$ cat src/rtl/motor_iface_translator_filtered_if.sv
// Pin-level and structured per-motor signal bundle for the motor interface translator.
// The controller side (master) drives the raw pins and control records; the translator (slave) drives the results.
interface motor_iface_translator_filtered_if #(
  parameter int N_MOTORS = 16
);
  logic [N_MOTORS-1:0] pl_pfail_i;
  logic [N_MOTORS-1:0] pl_sw_outa_i;
  logic [N_MOTORS-1:0] pl_sw_outb_i;
  logic [N_MOTORS-1:0] step_boost_i;
  logic [N_MOTORS-1:0] step_dir_i;
  logic [N_MOTORS-1:0] step_deactivate_i;
  logic [N_MOTORS-1:0] step_out_i;
  logic [N_MOTORS-1:0] motor_enable_mask_i;
  logic [N_MOTORS-1:0] pfail_clear_i;
  logic [N_MOTORS-1:0] pl_boost_o;
  logic [N_MOTORS-1:0] pl_dir_o;
  logic [N_MOTORS-1:0] pl_en_o;
  logic [N_MOTORS-1:0] pl_clk_o;
  logic [N_MOTORS-1:0] oh_o;
  logic [N_MOTORS-1:0] step_pfail_o;
  logic [N_MOTORS-1:0] raw_switches_a_o;
  logic [N_MOTORS-1:0] raw_switches_b_o;
  logic [N_MOTORS-1:0] sw_change_o;

  modport master (
    output pl_pfail_i, pl_sw_outa_i, pl_sw_outb_i,
    output step_boost_i, step_dir_i, step_deactivate_i, step_out_i,
    output motor_enable_mask_i, pfail_clear_i,
    input  pl_boost_o, pl_dir_o, pl_en_o, pl_clk_o, oh_o, step_pfail_o,
    input  raw_switches_a_o, raw_switches_b_o, sw_change_o
  );

  modport slave (
    input  pl_pfail_i, pl_sw_outa_i, pl_sw_outb_i,
    input  step_boost_i, step_dir_i, step_deactivate_i, step_out_i,
    input  motor_enable_mask_i, pfail_clear_i,
    output pl_boost_o, pl_dir_o, pl_en_o, pl_clk_o, oh_o, step_pfail_o,
    output raw_switches_a_o, raw_switches_b_o, sw_change_o
  );
endinterface

$ cat src/rtl/motor_iface_translator_filtered.sv
// Motor pin-level <-> structured record translator: synchronises driver feedback, debounces switches,
// latches power-fail and registers driver controls with a safe-state override.
module motor_iface_translator_filtered #(
  parameter int N_MOTORS             = 16,
  parameter int DEBOUNCE_CYCLES      = 1000,
  parameter bit AUTO_DISABLE_ON_FAIL = 1'b1
) (
  input logic                        clk_i,
  input logic                        rst_i,
  motor_iface_translator_filtered_if.slave bus
);

  localparam int NSW = 2 * N_MOTORS;

  // Switches are handled as one vector: bits [N-1:0] are switch A, [2N-1:N] are switch B.
  logic [NSW-1:0]      sw_s1_q, sw_s1_d, sw_s2_q, sw_s2_d;
  logic [N_MOTORS-1:0] pfail_s1_q, pfail_s1_d, pfail_s2_q, pfail_s2_d;
  logic [N_MOTORS-1:0] pfail_q, pfail_d;
  logic [N_MOTORS-1:0] sw_change_q, sw_change_d;
  logic [N_MOTORS-1:0] pl_boost_q, pl_boost_d, pl_dir_q, pl_dir_d;
  logic [N_MOTORS-1:0] pl_en_q, pl_en_d, pl_clk_q, pl_clk_d;
  logic [N_MOTORS-1:0] disable_c;
  logic [NSW-1:0]      sw_stable, sw_stable_nxt, sw_diff;

  generate
    if (DEBOUNCE_CYCLES == 0) begin : g_bypass
      // The second synchroniser stage is the accepted value; its next value is the first stage.
      assign sw_stable     = sw_s2_q;
      assign sw_stable_nxt = sw_s1_q;
    end else begin : g_debounce
      localparam int CW = $clog2(DEBOUNCE_CYCLES + 1);
      localparam logic [CW-1:0] CNT_LAST = CW'(DEBOUNCE_CYCLES - 1);

      logic [CW-1:0]  cnt_q [NSW];
      logic [CW-1:0]  cnt_d [NSW];
      logic [NSW-1:0] stable_q, stable_d;

      always_comb begin
        // NOTE: every combinational output gets a default before any branch, so no latch is inferred.
        stable_d = stable_q;
        for (int k = 0; k < NSW; k++) begin
          cnt_d[k] = '0;
          if (sw_s2_q[k] != stable_q[k]) begin
            if (cnt_q[k] == CNT_LAST) stable_d[k] = sw_s2_q[k];
            else                      cnt_d[k]    = cnt_q[k] + 1'b1;
          end
        end
      end

      always_ff @(posedge clk_i or posedge rst_i) begin
        if (rst_i) begin
          stable_q <= '0;
          // NOTE: the counter array is control state, not storage, so it is reset along with everything else.
          for (int k = 0; k < NSW; k++) cnt_q[k] <= '0;
        end else begin
          // NOTE: sequential state uses non-blocking assignments so all flops update from pre-edge values.
          stable_q <= stable_d;
          for (int k = 0; k < NSW; k++) cnt_q[k] <= cnt_d[k];
        end
      end

      assign sw_stable     = stable_q;
      assign sw_stable_nxt = stable_d;
    end
  endgenerate

  assign sw_diff = sw_stable_nxt ^ sw_stable;

  always_comb begin
    sw_s1_d    = {bus.pl_sw_outb_i, bus.pl_sw_outa_i};
    sw_s2_d    = sw_s1_q;
    pfail_s1_d = bus.pl_pfail_i;
    pfail_s2_d = pfail_s1_q;

    // Set dominates clear: a still-present synced fail re-asserts the latch.
    pfail_d = pfail_s2_q | (pfail_q & ~bus.pfail_clear_i);

    // Pulse appears together with the newly accepted switch value.
    sw_change_d = sw_diff[N_MOTORS-1:0] | sw_diff[NSW-1:N_MOTORS];

    disable_c = bus.step_deactivate_i | ~bus.motor_enable_mask_i
              | ({N_MOTORS{AUTO_DISABLE_ON_FAIL}} & pfail_q);
    pl_en_d    = disable_c;
    pl_clk_d   = bus.step_out_i & ~disable_c;
    pl_dir_d   = bus.step_dir_i;
    pl_boost_d = bus.step_boost_i;
  end

  always_ff @(posedge clk_i or posedge rst_i) begin
    if (rst_i) begin
      sw_s1_q     <= '0;
      sw_s2_q     <= '0;
      pfail_s1_q  <= '0;
      pfail_s2_q  <= '0;
      pfail_q     <= '0;
      sw_change_q <= '0;
      pl_en_q     <= '1;
      pl_clk_q    <= '0;
      pl_dir_q    <= '0;
      pl_boost_q  <= '0;
    end else begin
      sw_s1_q     <= sw_s1_d;
      sw_s2_q     <= sw_s2_d;
      pfail_s1_q  <= pfail_s1_d;
      pfail_s2_q  <= pfail_s2_d;
      pfail_q     <= pfail_d;
      sw_change_q <= sw_change_d;
      pl_en_q     <= pl_en_d;
      pl_clk_q    <= pl_clk_d;
      pl_dir_q    <= pl_dir_d;
      pl_boost_q  <= pl_boost_d;
    end
  end

  assign bus.pl_boost_o       = pl_boost_q;
  assign bus.pl_dir_o         = pl_dir_q;
  assign bus.pl_en_o          = pl_en_q;
  assign bus.pl_clk_o         = pl_clk_q;
  assign bus.oh_o             = '0;
  assign bus.step_pfail_o     = pfail_q;
  assign bus.raw_switches_a_o = sw_stable[N_MOTORS-1:0];
  assign bus.raw_switches_b_o = sw_stable[NSW-1:N_MOTORS];
  assign bus.sw_change_o      = sw_change_q;

endmodule

$ cat src/flat_wrapper.sv
// flat-port wrapper written by rule: the top's interface ports become plain ports
module motor_iface_translator_filtered_flat 
#(
  parameter int N_MOTORS             = 16,
  parameter int DEBOUNCE_CYCLES      = 1000,
  parameter bit AUTO_DISABLE_ON_FAIL = 1'b1
)
  (clk_i, rst_i, bus_pl_pfail_i, bus_pl_sw_outa_i, bus_pl_sw_outb_i, bus_step_boost_i, bus_step_dir_i, bus_step_deactivate_i, bus_step_out_i, bus_motor_enable_mask_i, bus_pfail_clear_i, bus_pl_boost_o, bus_pl_dir_o, bus_pl_en_o, bus_pl_clk_o, bus_oh_o, bus_step_pfail_o, bus_raw_switches_a_o, bus_raw_switches_b_o, bus_sw_change_o);
  motor_iface_translator_filtered_if #(.N_MOTORS(N_MOTORS)) bus_i ();
  input logic clk_i;
  input logic rst_i;
  input wire logic [$bits(bus_i.pl_pfail_i)-1:0] bus_pl_pfail_i;
  input wire logic [$bits(bus_i.pl_sw_outa_i)-1:0] bus_pl_sw_outa_i;
  input wire logic [$bits(bus_i.pl_sw_outb_i)-1:0] bus_pl_sw_outb_i;
  input wire logic [$bits(bus_i.step_boost_i)-1:0] bus_step_boost_i;
  input wire logic [$bits(bus_i.step_dir_i)-1:0] bus_step_dir_i;
  input wire logic [$bits(bus_i.step_deactivate_i)-1:0] bus_step_deactivate_i;
  input wire logic [$bits(bus_i.step_out_i)-1:0] bus_step_out_i;
  input wire logic [$bits(bus_i.motor_enable_mask_i)-1:0] bus_motor_enable_mask_i;
  input wire logic [$bits(bus_i.pfail_clear_i)-1:0] bus_pfail_clear_i;
  output wire logic [$bits(bus_i.pl_boost_o)-1:0] bus_pl_boost_o;
  output wire logic [$bits(bus_i.pl_dir_o)-1:0] bus_pl_dir_o;
  output wire logic [$bits(bus_i.pl_en_o)-1:0] bus_pl_en_o;
  output wire logic [$bits(bus_i.pl_clk_o)-1:0] bus_pl_clk_o;
  output wire logic [$bits(bus_i.oh_o)-1:0] bus_oh_o;
  output wire logic [$bits(bus_i.step_pfail_o)-1:0] bus_step_pfail_o;
  output wire logic [$bits(bus_i.raw_switches_a_o)-1:0] bus_raw_switches_a_o;
  output wire logic [$bits(bus_i.raw_switches_b_o)-1:0] bus_raw_switches_b_o;
  output wire logic [$bits(bus_i.sw_change_o)-1:0] bus_sw_change_o;
  assign bus_i.pl_pfail_i = bus_pl_pfail_i;
  assign bus_i.pl_sw_outa_i = bus_pl_sw_outa_i;
  assign bus_i.pl_sw_outb_i = bus_pl_sw_outb_i;
  assign bus_i.step_boost_i = bus_step_boost_i;
  assign bus_i.step_dir_i = bus_step_dir_i;
  assign bus_i.step_deactivate_i = bus_step_deactivate_i;
  assign bus_i.step_out_i = bus_step_out_i;
  assign bus_i.motor_enable_mask_i = bus_motor_enable_mask_i;
  assign bus_i.pfail_clear_i = bus_pfail_clear_i;
  assign bus_pl_boost_o = bus_i.pl_boost_o;
  assign bus_pl_dir_o = bus_i.pl_dir_o;
  assign bus_pl_en_o = bus_i.pl_en_o;
  assign bus_pl_clk_o = bus_i.pl_clk_o;
  assign bus_oh_o = bus_i.oh_o;
  assign bus_step_pfail_o = bus_i.step_pfail_o;
  assign bus_raw_switches_a_o = bus_i.raw_switches_a_o;
  assign bus_raw_switches_b_o = bus_i.raw_switches_b_o;
  assign bus_sw_change_o = bus_i.sw_change_o;
  motor_iface_translator_filtered #(.N_MOTORS(N_MOTORS), .DEBOUNCE_CYCLES(DEBOUNCE_CYCLES), .AUTO_DISABLE_ON_FAIL(AUTO_DISABLE_ON_FAIL)) u_core (.clk_i(clk_i), .rst_i(rst_i), .bus(bus_i));
endmodule
$ cat config.mk
export PLATFORM = sky130hd
export DESIGN_NAME = motor_iface_translator_filtered_flat
export DESIGN_NICKNAME = d
export VERILOG_FILES = /design/src/rtl/motor_iface_translator_filtered_if.sv /design/src/rtl/motor_iface_translator_filtered.sv /design/src/flat_wrapper.sv
export SDC_FILE = /design/constraint.sdc
export NUM_CORES = 1
export LEC_CHECK = 0
export CAP_MARGIN = 10
export CORE_MARGIN = 3
export CORE_UTILIZATION = 25
export DETAILED_ROUTE_END_ITERATION = 10
export GPL_TIMING_DRIVEN = 0
export PLACE_DENSITY = 0.47
export SETUP_SLACK_MARGIN = 0.3
export SLEW_MARGIN = 20
export SYNTH_ARGS = -nofsm -noshare
export SYNTH_HDL_FRONTEND = slang
export SYNTH_SLANG_ARGS = --single-unit
$ cat constraint.sdc
create_clock -name clk_i -period 20.4 [get_ports clk_i]
set_clock_uncertainty 0.05 [all_clocks]
set_input_delay 3.06 -clock clk_i [delete_from_list [all_inputs] [get_ports clk_i]]
set_output_delay 3.06 -clock clk_i [all_outputs]
set_load 0.01 [all_outputs]
==> summary.md, run 1 <==
| Metric | Value |
|---|---|
| Top cells by area in the synthesized netlist | `sky130_fd_sc_hd__dfrtp_1 (56%), sky130_fd_sc_hd__xor2_1 (3.1%), sky130_fd_sc_hd__nand3_1 (3.1%), sky130_fd_sc_hd__nor2_1 (2.9%), sky130_fd_sc_hd__or3_1 (2.6%)` |
| Total of cells resized after clock tree synthesis | `0` |
| Post-synthesis area per instance | `~11 um2` |
| Synth-to-layout area growth | `29.0%` |
| Largest vdd supply drop | `0.0499 mV` |
| Worst EP required | `roughly 17 ns` |
| Clock sink count | `544` |
| Violation count after the first detailed-route iteration | `843` |
| Data arrival at the endpoint of the critical path | `1.70 ns` |
| Count of endpoints failing setup in the final report | `0` |
| Maximum buffer depth of the clock tree | `3` |
| Cell area power density | `a little over 80 nW/um2` |
| Fmax | `208 MHz` |
| Final critical-path setup slack | `approximately 16 ns` |
| Maximum number of pins on one net before global-route repair | `around 100` |
| Clock-pin transition on the worst setup and hold timing paths | `0.06 ns` |
| Row Count | `between 100 and 150` |
| Worst-path fanout max | `1` |
| Final Core Density | `0.327` |
| Post-detailed-route DRC marker count | `0` |
| Residual antenna-violating net count after detailed routing | `0` |
| Overall routing resource usage | `0.101` |
| Count of input and output buffers | `approximately 270` |
| Post-DR wirelength/cell | `~13 um` |
| Hold violation count in the final report | `0` |
| Vias in the first global route | `around 17000` |
| Via count normalized by instance count | `roughly 4.5` |
| Summed instance area of the synthesized netlist | `roughly 23000 um2` |
| Overall routed net length | `approximately 49 mm` |
| Chain of cells forming the critical path | `clkdlybuf4s50_1` |
| Most frequent cells in the layout | `sky130_fd_sc_hd__dfrtp_1 (528), sky130_fd_sc_hd__clkdlybuf4s50_1 (273), sky130_fd_sc_hd__nor2_1 (183)` |
| Grt total ovfl | `0` |
| Clock latency reported for the late side of the worst-skew pair | `slightly above 0.6 ns` |
| H-tree levels | `3` |
| Total Negative Setup Slacks | `0 ns` |
| Fraction of synthesized cell area taken by the top area cell type | `0.565` |
| Iteration count of the initial detailed-routing pass | `5` |
| Crit share post-route | `0.236` |
| Clock tree from TritonCTS | `built` |
| HP Class | `register to register` |
| Result of the run | `completed` |
| Worst slew slack as a fraction of its limit | `0.435` |
| Sequential element share of the synthesized area | `0.583` |
| Maximum capacitance violations | `0` |
| Count of state elements after synthesis | `544` |
| Post-CTS setup buffers | `0` |
| Crit-path max cell delay | `roughly 0.57 ns` |
| Initial antenna violation count | `2` |
| Pin slew with the least headroom to its limit | `around 0.84 ns` |
| RSZ-0062 raised after global routing | `no` |
| Buffer and inverter count on the worst path | `1` |
| Cell family contributing the most delay on the critical path | `buffers and inverters` |
| Layout Nets | `between 2000 and 3000` |
| Die area | `between 90000 and 100000 um2` |
| Global-route wire length before repair | `~84 mm` |
| Die height | `around 310 um` |
| Distinct cells, synth | `40` |
| GP Congestion | `~0.77` |
| Dominant cell type by area after synthesis | `sky130_fd_sc_hd__dfrtp_1` |
| Final HPWL from detailed placement | `about 34 mm` |
| Number of standard cells in the final layout excluding fillers | `around 3700` |
| Type of destination of the critical path | `output pin` |
| Commonest non-fill, non-tap cell in the layout | `sky130_fd_sc_hd__dfrtp_1` |
| Post-synthesis instance total | `about 2100` |
| Startpoint type of the worst setup path | `register` |
| Leak | `~12 nW` |
| Master cell of the clock root buffer | `sky130_fd_sc_hd__clkbuf_16` |
| Slack of the worst reg-to-reg path | `18.52 ns` |
| Count of hold-fix buffers inserted at cts | `0` |
| Number of top-level pins | `between 200 and 300` |
| Reg-to-Reg Start | `u_core.g_debounce.cnt_q[180]$_DFF_PP0_` |
| Initial Util | `0.254` |
| Horizontal die dimension | `312 um` |
| Number of max-slew violations in the final report | `0` |
| Core Footprint | `between 90000 and 100000 um2` |
| Worst setup path category | `register to output pin` |
| Final Critical Period | `4.81 ns` |
| Number of cells after detailed placement | `between 3000 and 4000` |
| Critical path launch point | `u_core.bus.pl_en_o[5]$_DFF_PP1_` |
| Slowest cell on the critical path | `sky130_fd_sc_hd__clkdlybuf4s50_1` |
| Fraction of final layout cells sized beyond drive strength 1 | `0.0986` |
| Antenna cells | `0` |
| CTS buffer count | `between 60 and 70` |
| Synth Warn # | `0` |
| Pre-CTS setup slack | `approximately 15 ns` |
| Count of vias placed by the detailed router | `about 17000` |
| Worst Min Path Start | `u_core.sw_s1_q[22]$_DFF_PP0_` |
==> cells in the mapped netlist <==
cell / instances
sky130_fd_sc_hd__a211oi_1: 28
sky130_fd_sc_hd__a21o_1: 19
sky130_fd_sc_hd__a21oi_1: 96
sky130_fd_sc_hd__a221oi_1: 4
sky130_fd_sc_hd__a31o_2: 19
sky130_fd_sc_hd__a31oi_1: 32
sky130_fd_sc_hd__and2_1: 7
sky130_fd_sc_hd__and3_1: 32
sky130_fd_sc_hd__and3_2: 2
sky130_fd_sc_hd__and4_1: 29
sky130_fd_sc_hd__and4bb_2: 19
sky130_fd_sc_hd__buf_4: 16
sky130_fd_sc_hd__conb_1: 1
sky130_fd_sc_hd__dfrtp_1: 528
sky130_fd_sc_hd__dfstp_2: 16
sky130_fd_sc_hd__ha_1: 32
sky130_fd_sc_hd__inv_1: 95
sky130_fd_sc_hd__mux2_2: 19
sky130_fd_sc_hd__mux2_4: 13
sky130_fd_sc_hd__nand2_1: 134
sky130_fd_sc_hd__nand3_1: 145
sky130_fd_sc_hd__nand4_1: 35
sky130_fd_sc_hd__nand4bb_1: 12
sky130_fd_sc_hd__nand4bb_2: 13
sky130_fd_sc_hd__nor2_1: 183
sky130_fd_sc_hd__o211ai_1: 32
sky130_fd_sc_hd__o21a_1: 28
sky130_fd_sc_hd__o21ai_0: 111
sky130_fd_sc_hd__o21bai_1: 14
sky130_fd_sc_hd__o22ai_1: 10
sky130_fd_sc_hd__o31ai_1: 45
sky130_fd_sc_hd__o41ai_1: 6
sky130_fd_sc_hd__or2_2: 4
sky130_fd_sc_hd__or3_1: 96
sky130_fd_sc_hd__or3_4: 5
sky130_fd_sc_hd__or3b_4: 8
sky130_fd_sc_hd__or4_1: 38
sky130_fd_sc_hd__or4bb_1: 7
sky130_fd_sc_hd__xnor2_1: 64
sky130_fd_sc_hd__xor2_1: 84
==> sequential cells by signal (all words and copies together), names as in the netlist <==
name and cells:
u_core.g_debounce.cnt_q 320, u_core.g_debounce.stable_q 32, u_core.sw_s1_q 32, u_core.sw_s2_q 32, u_core.bus.pl_boost_o 16, u_core.bus.pl_clk_o 16
u_core.bus.pl_dir_o 16, u_core.bus.pl_en_o 16, u_core.bus.step_pfail_o 16, u_core.bus.sw_change_o 16, u_core.pfail_s1_q 16, u_core.pfail_s2_q 16
==> stage by stage <==
stage                     power [mW]  hold slack (ns)  cell area (um2)
after floorplan                 1.22            0.281            23400
after global placement          1.28            0.282            27700
after detailed placement        1.29            0.285            27900
after CTS                       2.55            0.297            30200
after global routing            2.62            0.302            30200
final                           2.49            0.293            30200
==> report_power, final <==
group	total, mW	switching [mW]	internal, mW
registers	1.14	0.0253	1.11
logic	0.128	0.0635	0.0647
clock network	1.22	0.475	0.744
total	2.49	0.564	1.92
==> kinds of logic (layout without fill, tap and decap cells) <==
group           count (synthesis)  after routing  share of synthesized area
simple gates                  769            769                      0.187
flops                         544            544                      0.583
compound gates                444            444                      0.120
xor+xnor                      148            148                     0.0554
buf+inv                       111            510                     0.0204
fa+ha+maj                      32             32                     0.0171
mux                            32             32                     0.0175
other cells                     1             16                   0.000160
==> per-layer routing <==
metal | vias up | track usage | share of wire
met5 | - | 0 | 0.00041
met4 | 2 | 0.0418 | 0.026
met3 | 91 | 0.0252 | 0.047
met2 | 291 | 0.170 | 0.49
met1 | 8312 | 0.125 | 0.44
li1 | 8289 | - | -
==> path summary, 6_finish.rpt <==
| kind | endpoint | depth (start not counted) |
|---|---|---|
| max reg2reg | u_core.g_debounce.cnt_q[183]$_DFF_PP0_ | 4 |
| max in group asynchronous | u_core.g_debounce.stable_q[17]$_DFF_PP0_ | 5 |
| max | bus_pl_en_o[5] | 1 |
| min in group asynchronous | u_core.bus.step_pfail_o[11]$_DFF_PP0_ | 2 |
| min | u_core.sw_s2_q[22]$_DFF_PP0_ | 0 |
| min reg2reg | u_core.sw_s2_q[22]$_DFF_PP0_ | 0 |
==> final cells by class <==
cell class	instances	area, um2
clock inverter	25	359
clock buffer	96	1940
timing repair buffer	278	2870
buffer	16	120
fill	9293	62000
multi-input combinational	1441	9330
inverter	95	364
sequential	544	13600
tap	1243	1560
Power figures use the tool's default switching activity.
==> run 2: changes to the inputs <==
clock period = 4.7 ns   (was 20.4 ns; I/O delays follow)
==> run 2 against run 1 <==
Compared with the run above:
- sequential share of layout area decreased by 0.45 points
- critical endpoint is now bus_pl_en_o[15]
- non-clock buffer count increased by 14
- register-to-register slack got worse by 16 ns
- cell area increased by 1.0%
- largest power group unchanged
- wire length increased by 2.3%
- die area unchanged
- critical path depth unchanged
- sequential power increased to 4.3 times the previous value
- clock power increased to 4.5 times the previous value
- count of clock-buffer cells in the layout unchanged
- global-route usage increased by 0.32 points
==> summary.md, run 2 (same netlist as run 1, synthesis figures left out) <==
| Metric | Value |
|---|---|
| Result of the run | `completed` |
| Post-DR wirelength/cell | `13.4 um (+1.9%)` |
| Horizontal die dimension | `312 um (unchanged)` |
| CTS buffer count | `69 (+1.5%)` |
| RSZ-0062 raised after global routing | `no` |
| Fraction of final layout cells sized beyond drive strength 1 | `0.105 (+0.00614)` |
| Worst EP required | `3.94 ns (-13.35 ns)` |
| Worst slew slack as a fraction of its limit | `0.439 (+0.00419)` |
| Slack of the worst reg-to-reg path | `2.78 ns (-15.74 ns)` |
| Pin slew with the least headroom to its limit | `0.835 ns (-0.00623 ns)` |
| Clock tree from TritonCTS | `built` |
| Worst-path fanout max | `1 (unchanged)` |
| Post-CTS setup buffers | `0 (unchanged)` |
| Net switching power of the design | `2.51 mW (+350%)` |
| Number of standard cells in the final layout excluding fillers | `3754 (+0.43%)` |
| Final HPWL from detailed placement | `35.1 mm (+4.2%)` |
| Worst R2R Path Depth | `4 (unchanged)` |
| Residual antenna-violating net count after detailed routing | `0 (unchanged)` |
| Global routing usage on met3 | `0.0281 (+0.00293)` |
| Die height | `312 um (unchanged)` |
| Worst hold slack after final layout | `0.293 ns (-0.000427 ns)` |
| Violation count after the first detailed-route iteration | `762 (-9.6%)` |
| Hold violation count in the final report | `0 (unchanged)` |
| Data arrival at the endpoint of the critical path | `1.68 ns (-0.02 ns)` |
| Switching fraction of total power | `0.229 (+0.00217)` |
| Global-route wire length before repair | `86.6 mm (+3.2%)` |
| Overall routing resource usage | `0.105 (+0.00321)` |
| Row Count | `111 (unchanged)` |
| Worst setup path category | `register to output pin` |
| Clock latency reported for the late side of the worst-skew pair | `0.62 ns (about the same)` |
| Number of cells after detailed placement | `3631 (+0.39%)` |
| Fill cell count | `9294 (+0.011%)` |
| DP Area | `28100 um2 (+0.91%)` |
| Vias in the first global route | `17500 (+1.7%)` |
| Maximum buffer depth of the clock tree | `3 (unchanged)` |
| Pint | `8.46 mW (+340%)` |
| Slowest cell on the critical path | `sky130_fd_sc_hd__clkdlybuf4s50_1` |
| Combinational cell fraction of total power | `0.053 (about the same)` |
| Clock sink count | `544 (unchanged)` |
| Synth-to-layout area growth | `30.3%` |
| Count of hold-fix buffers inserted at cts | `0 (unchanged)` |
| Initial antenna violation count | `2 (unchanged)` |
| Die area | `97300 um2 (unchanged)` |
| Crit-path max cell delay | `0.55 ns (-0.02 ns)` |
| Met2 layer usage reported by global route | `0.174 (+0.00423)` |
| Overall routed net length | `50.4 mm (+2.3%)` |
| Antenna cells | `0 (unchanged)` |
| Final Critical Period | `2.44 ns` |
| Grt total ovfl | `0 (unchanged)` |
| Most Used Layer, Global Route | `met2` |
| Relative contribution of sequential cells to total power | `0.451 (-0.007)` |
| Number of cells on the worst hold path | `0 (unchanged)` |
| Buffer and inverter count on the worst path | `1 (unchanged)` |
| Overall power consumption | `11.0 mW (+340%)` |
| Pre-CTS setup slack | `2.11 ns (-12.73 ns)` |
| HP Class | `register to register` |
| H-tree levels | `3 (unchanged)` |
| Most frequent cells in the layout | `sky130_fd_sc_hd__dfrtp_1 (528), sky130_fd_sc_hd__clkdlybuf4s50_1 (273), sky130_fd_sc_hd__nor2_1 (183)` |
| GP Congestion | `0.757 (-1.9%)` |
| Via count normalized by instance count | `4.55 (+0.14%)` |
| Chain of cells forming the critical path | `clkdlybuf4s50_1` |
| Initial Util | `0.254 (unchanged)` |
| Post-detailed-route DRC marker count | `0 (unchanged)` |
| Commonest non-fill, non-tap cell in the layout | `sky130_fd_sc_hd__dfrtp_1` |
| Fmax | `about 410 MHz` |
| Largest vdd supply drop | `0.240 mV (+380%)` |
| Count of vias placed by the detailed router | `17100 (+0.57%)` |
| Cell area power density | `360 nW/um2 (+340%)` |
| Layout Nets | `2637 (+0.57%)` |
| Maximum number of pins on one net before global-route repair | `35 (-66%)` |
| Count of endpoints failing setup in the final report | `0 (unchanged)` |
| Crit share post-route | `0.518` |
| Flip-flop count of the largest register, all copies and words added | `320 (unchanged)` |
| Clock-pin transition on the worst setup and hold timing paths | `0.06 ns (about the same)` |
| Cell family contributing the most delay on the critical path | `buffers and inverters` |
| Area used by multi-input combinational logic | `9330 um2 (unchanged)` |
| Total of cells resized after clock tree synthesis | `0 (unchanged)` |
| Master cell of the clock root buffer | `sky130_fd_sc_hd__clkbuf_16` |
| Maximum capacitance violations | `0 (unchanged)` |
| Count of input and output buffers | `273 (unchanged)` |
| Iteration count of the initial detailed-routing pass | `5 (unchanged)` |
| Largest register by flop count | `u_core.g_debounce.cnt_q` |
| Number of top-level pins | `290 (unchanged)` |
| Number of max-slew violations in the final report | `0 (unchanged)` |
| Core Footprint | `92200 um2 (unchanged)` |
| Layout Cell Area excl Fill | `30500 um2 (+1.0%)` |
| GR Layer Usage met1 | `0.129 (+0.00464)` |
| Startpoint type of the worst setup path | `register` |
| Leak | `12.2 nW (+1.2%)` |
| Final critical-path setup slack | `2.26 ns (-13.33 ns)` |
| Register area | `13600 um2 (unchanged)` |
| Critical path depth | `1 (unchanged)` |
| Type of destination of the critical path | `output pin` |
| Power share of the clock group | `0.496 (+0.006)` |
## run 2: final timing paths
path,startpoint,to
min reg2reg,u_core.sw_s1_q[6]$_DFF_PP0_,u_core.sw_s2_q[6]$_DFF_PP0_
max in group asynchronous,rst_i,u_core.g_debounce.cnt_q[93]$_DFF_PP0_
max reg2reg,u_core.g_debounce.cnt_q[180]$_DFF_PP0_,u_core.g_debounce.cnt_q[183]$_DFF_PP0_
min,u_core.sw_s1_q[6]$_DFF_PP0_,u_core.sw_s2_q[6]$_DFF_PP0_
min in group asynchronous,rst_i,u_core.g_debounce.cnt_q[239]$_DFF_PP0_
max,u_core.bus.pl_en_o[15]$_DFF_PP1_,bus_pl_en_o[15]
## run 2: metrics by stage
step / TNS [ns] / utilization
after global placement: -3834.19 / 0.301
final: 0 / 0.330
after detailed placement: 0 / 0.305
after CTS: 0 / 0.330
after floorplan: -1839.25 / -
after global routing: 0 / 0.330
## run 2: power by group through the flow
stage	registers, mW	clock network (mW)	logic (mW)
global route	4.96	5.92	0.658
CTS	4.94	5.72	0.601
floorplan	5.02	0	0.272
detailed placement	5.02	0	0.597
finish	4.94	5.44	0.583
global placement	5.03	0	0.544
## run 2: layout make-up
cell class                      count  share of cell area
Timing Repair Buffer              292               0.103
Clock buffer                       96              0.0643
Clock inverter                     27              0.0126
Buffer                             16             0.00394
Tap cell                         1243              0.0510
Multi-Input combinational cell   1441               0.306
Inverter                           95              0.0118
Sequential cell                   544               0.447
## run 2: per-layer routing
metal  part of all wire  vias up
li1                   -     8316
met1               0.44     8426
met2               0.48      266
met3              0.053       71
met4              0.024        2
met5            0.00026        -
